**src/rtl/pc_stack.sv**
```systemverilog
// Program counter with a DEPTH-level return-address stack; drives the PC
// nibble-serially onto the ROM address path in subcycles 0-2.
module pc_stack #(
  parameter int unsigned DEPTH  = 3,
  parameter int unsigned ADDR_W = 12
) (
  input  logic              clock,
  input  logic              reset,
  input  logic [2:0]        cycle,
  input  logic [1:0]        pc_control,
  input  logic [2:0]        pc_write_enable,
  input  logic [1:0]        pc_next_sel,
  input  logic [3:0]        data,
  input  logic [3:0]        inst_operand,
  input  logic [3:0]        reg_value,
  output logic [3:0]        addr_nibble,
  output logic              addr_out_en,
  output logic [ADDR_W-1:0] pc,
  output logic [1:0]        stack_depth,
  output logic              overflow,
  output logic              underflow
);

  typedef enum logic [1:0] {
    CTL_NONE = 2'd0,
    CTL_PUSH = 2'd1,
    CTL_POP  = 2'd2,
    CTL_RSVD = 2'd3
  } ctl_e;

  typedef enum logic [1:0] {
    SEL_DATA = 2'd0,
    SEL_INST = 2'd1,
    SEL_REG  = 2'd2,
    SEL_RSVD = 2'd3
  } sel_e;

  localparam logic [1:0] DEPTH_L = 2'(DEPTH);

  logic [ADDR_W-1:0] stack   [DEPTH];
  logic [ADDR_W-1:0] stack_d [DEPTH];
  logic [ADDR_W-1:0] base;
  logic [1:0]        depth_d;
  logic              ovf_d;
  logic              unf_d;
  logic [3:0]        src;
  ctl_e              ctl;
  sel_e              sel;

  assign ctl = ctl_e'(pc_control);
  assign sel = sel_e'(pc_next_sel);

  always_comb begin
    src = '0;
    case (sel)
      SEL_DATA: src = data;
      SEL_INST: src = inst_operand;
      SEL_REG:  src = reg_value;
      default:  src = '0;
    endcase
  end

  // Stages are applied in order on one variable: increment, then stack op, then nibble writes.
  always_comb begin
    base    = pc;
    stack_d = stack;
    depth_d = stack_depth;
    ovf_d   = 1'b0;
    unf_d   = 1'b0;
    if (cycle == 3'd2) base = pc + ADDR_W'(1);
    case (ctl)
      CTL_PUSH: begin
        stack_d[0] = base;
        for (int unsigned i = 1; i < DEPTH; i++) stack_d[i] = stack[i-1];
        if (stack_depth == DEPTH_L) ovf_d = 1'b1;
        else depth_d = stack_depth + 2'd1;
      end
      CTL_POP: begin
        base = stack[0];
        for (int unsigned i = 0; i + 1 < DEPTH; i++) stack_d[i] = stack[i+1];
        if (stack_depth == 2'd0) unf_d = 1'b1;
        else depth_d = stack_depth - 2'd1;
      end
      default: ;
    endcase
    for (int unsigned n = 0; n < 3; n++) begin
      if (pc_write_enable[n]) base[4*n +: 4] = src;
    end
  end

  always_ff @(posedge clock or negedge reset) begin
    if (!reset) begin
      pc          <= '0;
      stack_depth <= '0;
      overflow    <= 1'b0;
      underflow   <= 1'b0;
      for (int unsigned i = 0; i < DEPTH; i++) stack[i] <= '0;
    end else begin
      pc          <= base;
      stack_depth <= depth_d;
      overflow    <= ovf_d;
      underflow   <= unf_d;
      stack       <= stack_d;
    end
  end

  always_comb begin
    addr_nibble = '0;
    addr_out_en = 1'b0;
    if (reset) begin
      case (cycle)
        3'd0: begin addr_nibble = pc[3:0];  addr_out_en = 1'b1; end
        3'd1: begin addr_nibble = pc[7:4];  addr_out_en = 1'b1; end
        3'd2: begin addr_nibble = pc[11:8]; addr_out_en = 1'b1; end
        default: ;
      endcase
    end
  end

endmodule

```
**config.mk**
```make
export PLATFORM = sky130hd
export DESIGN_NAME = pc_stack
export DESIGN_NICKNAME = d
export VERILOG_FILES = /design/src/rtl/pc_stack.sv
export SDC_FILE = /design/constraint.sdc
export NUM_CORES = 1
export LEC_CHECK = 0
export BUFFER_PORTS_ARGS = -buffer_cell sky130_fd_sc_hd__buf_2
export CAP_MARGIN = 20
export CORE_MARGIN = 1.5
export CORE_UTILIZATION = 61
export DETAILED_ROUTE_END_ITERATION = 16
export HOLD_SLACK_MARGIN = 0.03
export PLACE_DENSITY = 0.85
export REMOVE_ABC_BUFFERS = 1
export SLEW_MARGIN = 15
export SYNTH_ARGS = -nofsm -noshare
export SYNTH_HDL_FRONTEND = slang
export SYNTH_SLANG_ARGS = --single-unit
```
**constraint.sdc**
```tcl
create_clock -name clock -period 4.05 [get_ports clock]
set_input_delay 0.405 -clock clock [delete_from_list [all_inputs] [get_ports clock]]
set_output_delay 0.405 -clock clock [all_outputs]
set_load 0.05 [all_outputs]
```
Word-level counts from Yosys, hierarchy flattened:

Index checks and enable logic that the tools add are counted.

* bits in read-only memories: 0
* word-level logic and storage cells: 43
* output and inout bits: 21
* RAM bits: 0
* latch bits: 0
* flip-flop bits (word level): 52
* memories kept: 0

* reduce and logical (&&, ||, !) cells: 6
* magnitude comparators: 0
* multipliers: 0
* multiplexer cells: 18
* $add $sub $neg: 3
* shift operators: 0
* equality and inequality tests: 9
* divide/modulo/power cells: 0
* bitwise operators: 0

Operators with widths (count)
* case mux 24 bit (2 select lines): 1
* two-way mux 12 bit: 2
* case mux 4 bit (3 select lines): 2
* two-way mux 4 bit: 4
* adder 12 x 1 -> 12 bit (second input constant): 1
* equality test 2 bit (second input constant): 3
* two-way mux 1 bit: 6
* equality test 2 x 1 -> 1 bit (second input constant): 2
* logical NOT 2 bit: 2
* two-way mux 2 bit: 2
* != test 2 bit (second input constant): 2
* case mux 2 bit (2 select lines): 1
* equality test 3 x 1 -> 1 bit (second input constant): 1
* equality test 3 x 2 -> 1 bit (second input constant): 1
* logical NOT 3 bit: 1
* AND reduction 3 bit: 1
* OR reduction 3 bit: 1
* adder 2 x 1 -> 2 bit (second input constant): 1
* nonzero test 2 bit: 1
* subtractor 2 x 1 -> 2 bit (second input constant): 1

Logic depth before layout (Yosys ltp):

* word-level depth: 4
* depth in mapped cells: 7
* depth with buffers taken out: 6

Worst setup path after synthesis:

No wires, ideal clock.

* path kind: flip-flop to output port
* from: register pc[2]
* to: output port addr_nibble[2]
* setup slack: 1822 ps
* arrival time: 1823 ps
* cell stages (with the launch flop): 6
* cells stage by stage: dfrtp_1 clkbuf_8 mux2i_1 nor2_1 a21oi_1 nor2_1

* word-level cells in the longest chain between the ends: 2

RTL lines
* start: declaration: RTL line 18 `output logic [ADDR_W-1:0] pc,`
* start signal: assignment: RTL line 99 `pc <= base;`
* case mux 4 bit (3 select lines): RTL line 111 `case (cycle)`
* two-way mux 4 bit: RTL line 110 `if (reset) begin`
* end: declaration: RTL line 16 `output logic [3:0] addr_nibble,`

No other way between the ends.

Worst setup path after layout:

Ends and elaborated chain as after synthesis.

==> impl_metrics.prom <==
# TYPE chip_impl_metric gauge
chip_impl_metric{name="first_pass_iters",unit=""} 4
chip_impl_metric{name="hold_viol",unit=""} 0
chip_impl_metric{name="slew_headroom",unit=""} 0.456
chip_impl_metric{name="worstPathRequired",unit="ns"} 3.64
chip_impl_metric{name="setup_total_negative_slack",unit="ns"} 0
chip_impl_metric{name="yosys-mux-area-fraction",unit=""} 0.131
chip_impl_metric{name="routed_via_density",unit=""} 5.82
chip_impl_metric{name="detailedPlacementHpwl",unit="µm"} 4460
chip_impl_info{name="yosys_most_used_dff",value="dfrtp_1"} 1
chip_impl_metric{name="num-nets-final",unit=""} 358
chip_impl_metric{name="globalplace.congestion",unit=""} 0.840
chip_impl_info{name="worst_hold_path_type",value="in -> async"} 1
chip_impl_info{name="unrepaired_setup_endpoints_after_global_routing",value="false"} 1
chip_impl_info{name="synth_top_family_by_area",value="simple AND/OR/NAND/NOR gates"} 1
chip_impl_metric{name="tritoncts.num_buffers",unit=""} 5
chip_impl_metric{name="n_antenna_cell",unit=""} 0
chip_impl_metric{name="max_capacitance_violation_count",unit=""} 0
chip_impl_metric{name="fmax",unit="MHz"} 499
chip_impl_metric{name="irDropWorstVdd",unit="mV"} 0.272
chip_impl_metric{name="postRouteAntennaNets",unit=""} 0
chip_impl_metric{name="final_design_area_no_fill",unit="µm²"} 3300
chip_impl_metric{name="slew_limit_fails",unit=""} 0
chip_impl_metric{name="initial_utilization",unit=""} 0.634
chip_impl_metric{name="ys_types",unit=""} 49
chip_impl_info{name="critPathLaunchType",value="register"} 1
chip_impl_info{name="synth_commonest_cells",value="52 x dfrtp_1, 45 x nand2_1, 26 x mux2i_1"} 1
chip_impl_info{name="worst_r2r_startpoint",value="pc[0]$_DFF_PN0_"} 1
chip_impl_metric{name="finalWirelength",unit="µm"} 6350
chip_impl_info{name="crit-reg2reg-capture",value="stack[30]$_DFFE_PN0P_"} 1
chip_impl_metric{name="port-buffer-count",unit=""} 44
chip_impl_metric{name="first_global_vias",unit=""} 2097
chip_impl_metric{name="track_usage",unit=""} 0.250
chip_impl_metric{name="edff_count_synth",unit=""} 0
chip_impl_metric{name="clk_transition_reported_paths",unit="ns"} 0.09
chip_impl_info{name="post-synth-top-count-cell",value="dfrtp_1"} 1
chip_impl_metric{name="layout_min_cycle_time",unit="ns"} 2.01
chip_impl_metric{name="ctsHtreeMaxLevel",unit=""} 2
chip_impl_metric{name="vias",unit=""} 2323
chip_impl_info{name="worst_setup_path_startpoint",value="pc[2]$_DFF_PN0_"} 1
chip_impl_metric{name="synth_xor_area_frac",unit=""} 0.0174
chip_impl_metric{name="clockBufferDepth",unit=""} 2
chip_impl_metric{name="worst-slew-pin-transition",unit="ns"} 0.816
chip_impl_metric{name="setup_viol",unit=""} 0
chip_impl_info{name="outcome",value="finished, final reports clean"} 1
chip_impl_metric{name="crit_arrival",unit="ns"} 1.60
chip_impl_metric{name="synth.yosys.warnings",unit=""} 0
chip_impl_metric{name="gr-total-overflow",unit=""} 0
chip_impl_metric{name="power_density",unit="nW/µm²"} 462
chip_impl_metric{name="core",unit="µm²"} 4750
chip_impl_metric{name="synth-async-reset-ratio",unit=""} 1.00
chip_impl_metric{name="die_h",unit="µm"} 73.3
chip_impl_metric{name="area_delta_synth_final",unit="%"} 9.51
chip_impl_metric{name="cts_setup_buffers",unit=""} 0
chip_impl_metric{name="detailedRoute.firstIterationViolations",unit=""} 151
chip_impl_metric{name="netlist.area_leader.share",unit=""} 0.432
chip_impl_info{name="synth.area.top_cells",value="dfrtp_1 43%, mux2i_1 8.6%, nand2_1 5.6%"} 1
chip_impl_metric{name="synth-seq-cells",unit=""} 52
chip_impl_metric{name="post_synth_fa_ha_maj_area_fraction",unit=""} 0.0125
chip_impl_metric{name="cts_hold_buffers",unit=""} 0
chip_impl_metric{name="synth-simple-area-share",unit=""} 0.218
chip_impl_metric{name="insertion_delay",unit="ns"} 0.31
chip_impl_metric{name="ff2ff_setup_slack",unit="ns"} 2.36
chip_impl_metric{name="drt_drc_violations_left",unit=""} 0
chip_impl_metric{name="finish.utilization",unit=""} 0.694
chip_impl_metric{name="die-width",unit="µm"} 73.3
chip_impl_metric{name="complex_gate_fraction_of_the_synthesized_area",unit=""} 0.133
chip_impl_metric{name="io-pin-count",unit=""} 45
chip_impl_metric{name="fillerInstances",unit=""} 370
chip_impl_info{name="tritoncts",value="yes"} 1
chip_impl_info{name="critPathKind",value="reg -> out"} 1
chip_impl_metric{name="netlist_area",unit="µm²"} 3010
chip_impl_metric{name="grt_antenna_before_repair",unit=""} 0
chip_impl_metric{name="fp.dieArea",unit="µm²"} 5370
chip_impl_metric{name="syn-instance-count",unit=""} 300
chip_impl_metric{name="rows",unit=""} 25
chip_impl_metric{name="cts.sinks",unit=""} 52
chip_impl_metric{name="crit_path_max_fanout",unit=""} 12
chip_impl_metric{name="ff2ff_path_depth",unit=""} 5
chip_impl_metric{name="cts_resized",unit=""} 0
chip_impl_metric{name="timing.clock.skew",unit="ns"} 0.00864
chip_impl_metric{name="share_of_layout_cells_above_drive_strength_1",unit=""} 0.247
chip_impl_info{name="cp-end-kind",value="primary output"} 1
chip_impl_metric{name="timing.final.crit_share",unit=""} 0.495
chip_impl_metric{name="part_of_the_yosys_area_used_for_sequential_elements",unit=""} 0.432
chip_impl_metric{name="routed_wire_length_per_instance",unit="µm"} 15.9
chip_impl_metric{name="syn_avg_cell_area",unit="µm²"} 10.0
chip_impl_info{name="yosys.area.top_type",value="dfrtp_1"} 1
chip_impl_metric{name="grt_pass1_wl",unit="µm"} 10200
chip_impl_metric{name="grt_start_max_net_pins",unit=""} 58
chip_impl_info{name="cts_root_buffer",value="clkbuf_8"} 1
chip_impl_info{name="critPathCapture",value="addr_nibble[2]"} 1
chip_impl_metric{name="detailed_place.area",unit="µm²"} 3180
chip_impl_metric{name="power_leakage",unit="nW"} 1.51
## worst max-delay path, stage by stage (launching register included)
cell and delay, ns:
dfrtp_1 0.64, mux2i_1 0.13, nor2_1 0.10, a21oi_1 0.06, nor2_1 0.10, buf_2 0.27
## layout make-up
cell class | instances | area, µm² | share of cell area
clock inverter | 1 | 7.51 | 0.00227
tap | 67 | 83.8 | 0.0254
multi-input combinational | 220 | 1540 | 0.468
clock buffer | 7 | 86.3 | 0.0262
timing repair buffer | 46 | 255 | 0.0773
inverter | 6 | 22.5 | 0.00682
sequential | 52 | 1300 | 0.394
## logic make-up after synthesis
kind of cell	after synthesis
and+or+nand+nor	113
AOI/OAI and AO/OA	60
DFF	52
muxes	38
buffers and inverters	28
xor gates and xnor gates	6
adders and majority gates	3
## power breakdown
part	switching (mW)	internal [mW]
sequential	0.128	0.649
clock	0.164	0.139
combinational	0.273	0.173
## through the flow
stage	hold slack, ns	total power [mW]	std cells	setup WS (ns)
3_3_place_gp	0.481	1.21	390	1.92
5_1_grt	0.274	1.61	399	1.87
2_1_floorplan	0.109	1.08	278	1.77
6_report	0.221	1.53	399	2.04
3_5_place_dp	0.492	1.23	390	1.87
4_1_cts	0.244	1.53	398	2.05
## worst min-delay path by stage
stage,from,end,cells past startpoint
2_1_floorplan,reset,overflow$_DFF_PN0_,0
5_1_grt,reset,pc[1]$_DFF_PN0_,2
3_3_place_gp,stack[15]$_DFFE_PN0P_,stack[15]$_DFFE_PN0P_,2
4_1_cts,reset,pc[8]$_DFF_PN0_,2
6_report,reset,pc[1]$_DFF_PN0_,2
3_5_place_dp,stack[15]$_DFFE_PN0P_,stack[15]$_DFFE_PN0P_,2
## flip-flops by register name, summed over array words and instances, names as in the netlist
signal,flops
stack,36
pc,12
stack_depth,2
overflow,1
underflow,1
## placed cells by master (no fill, tap or decap), types with 3 or more instances in the layout
master,n
dfrtp_1,52
nand2_1,45
buf_2,44
mux2i_1,26
nor2_1,17
o21ai_0,17
nor2b_1,15
a21oi_1,12
mux2_2,12
o31ai_1,10
nor3_1,7
inv_1,6
clkbuf_8,6
xnor2_1,5
o221ai_1,5
o2bb2ai_1,4
a211o_1,3
nand2b_1,3
## per-layer routing
layer | routed length (µm) | part of all wire | vias to the layer above | global-route usage
li1 | - | - | 1131 | -
met3 | 284 | 0.045 | 11 | 0.0562
met1 | 2950 | 0.46 | 1129 | 0.352
met5 | 0 | 0 | - | 0
met2 | 3020 | 0.48 | 52 | 0.390
met4 | 97 | 0.015 | 0 | 0.0761
Power figures use the tool's default switching activity.
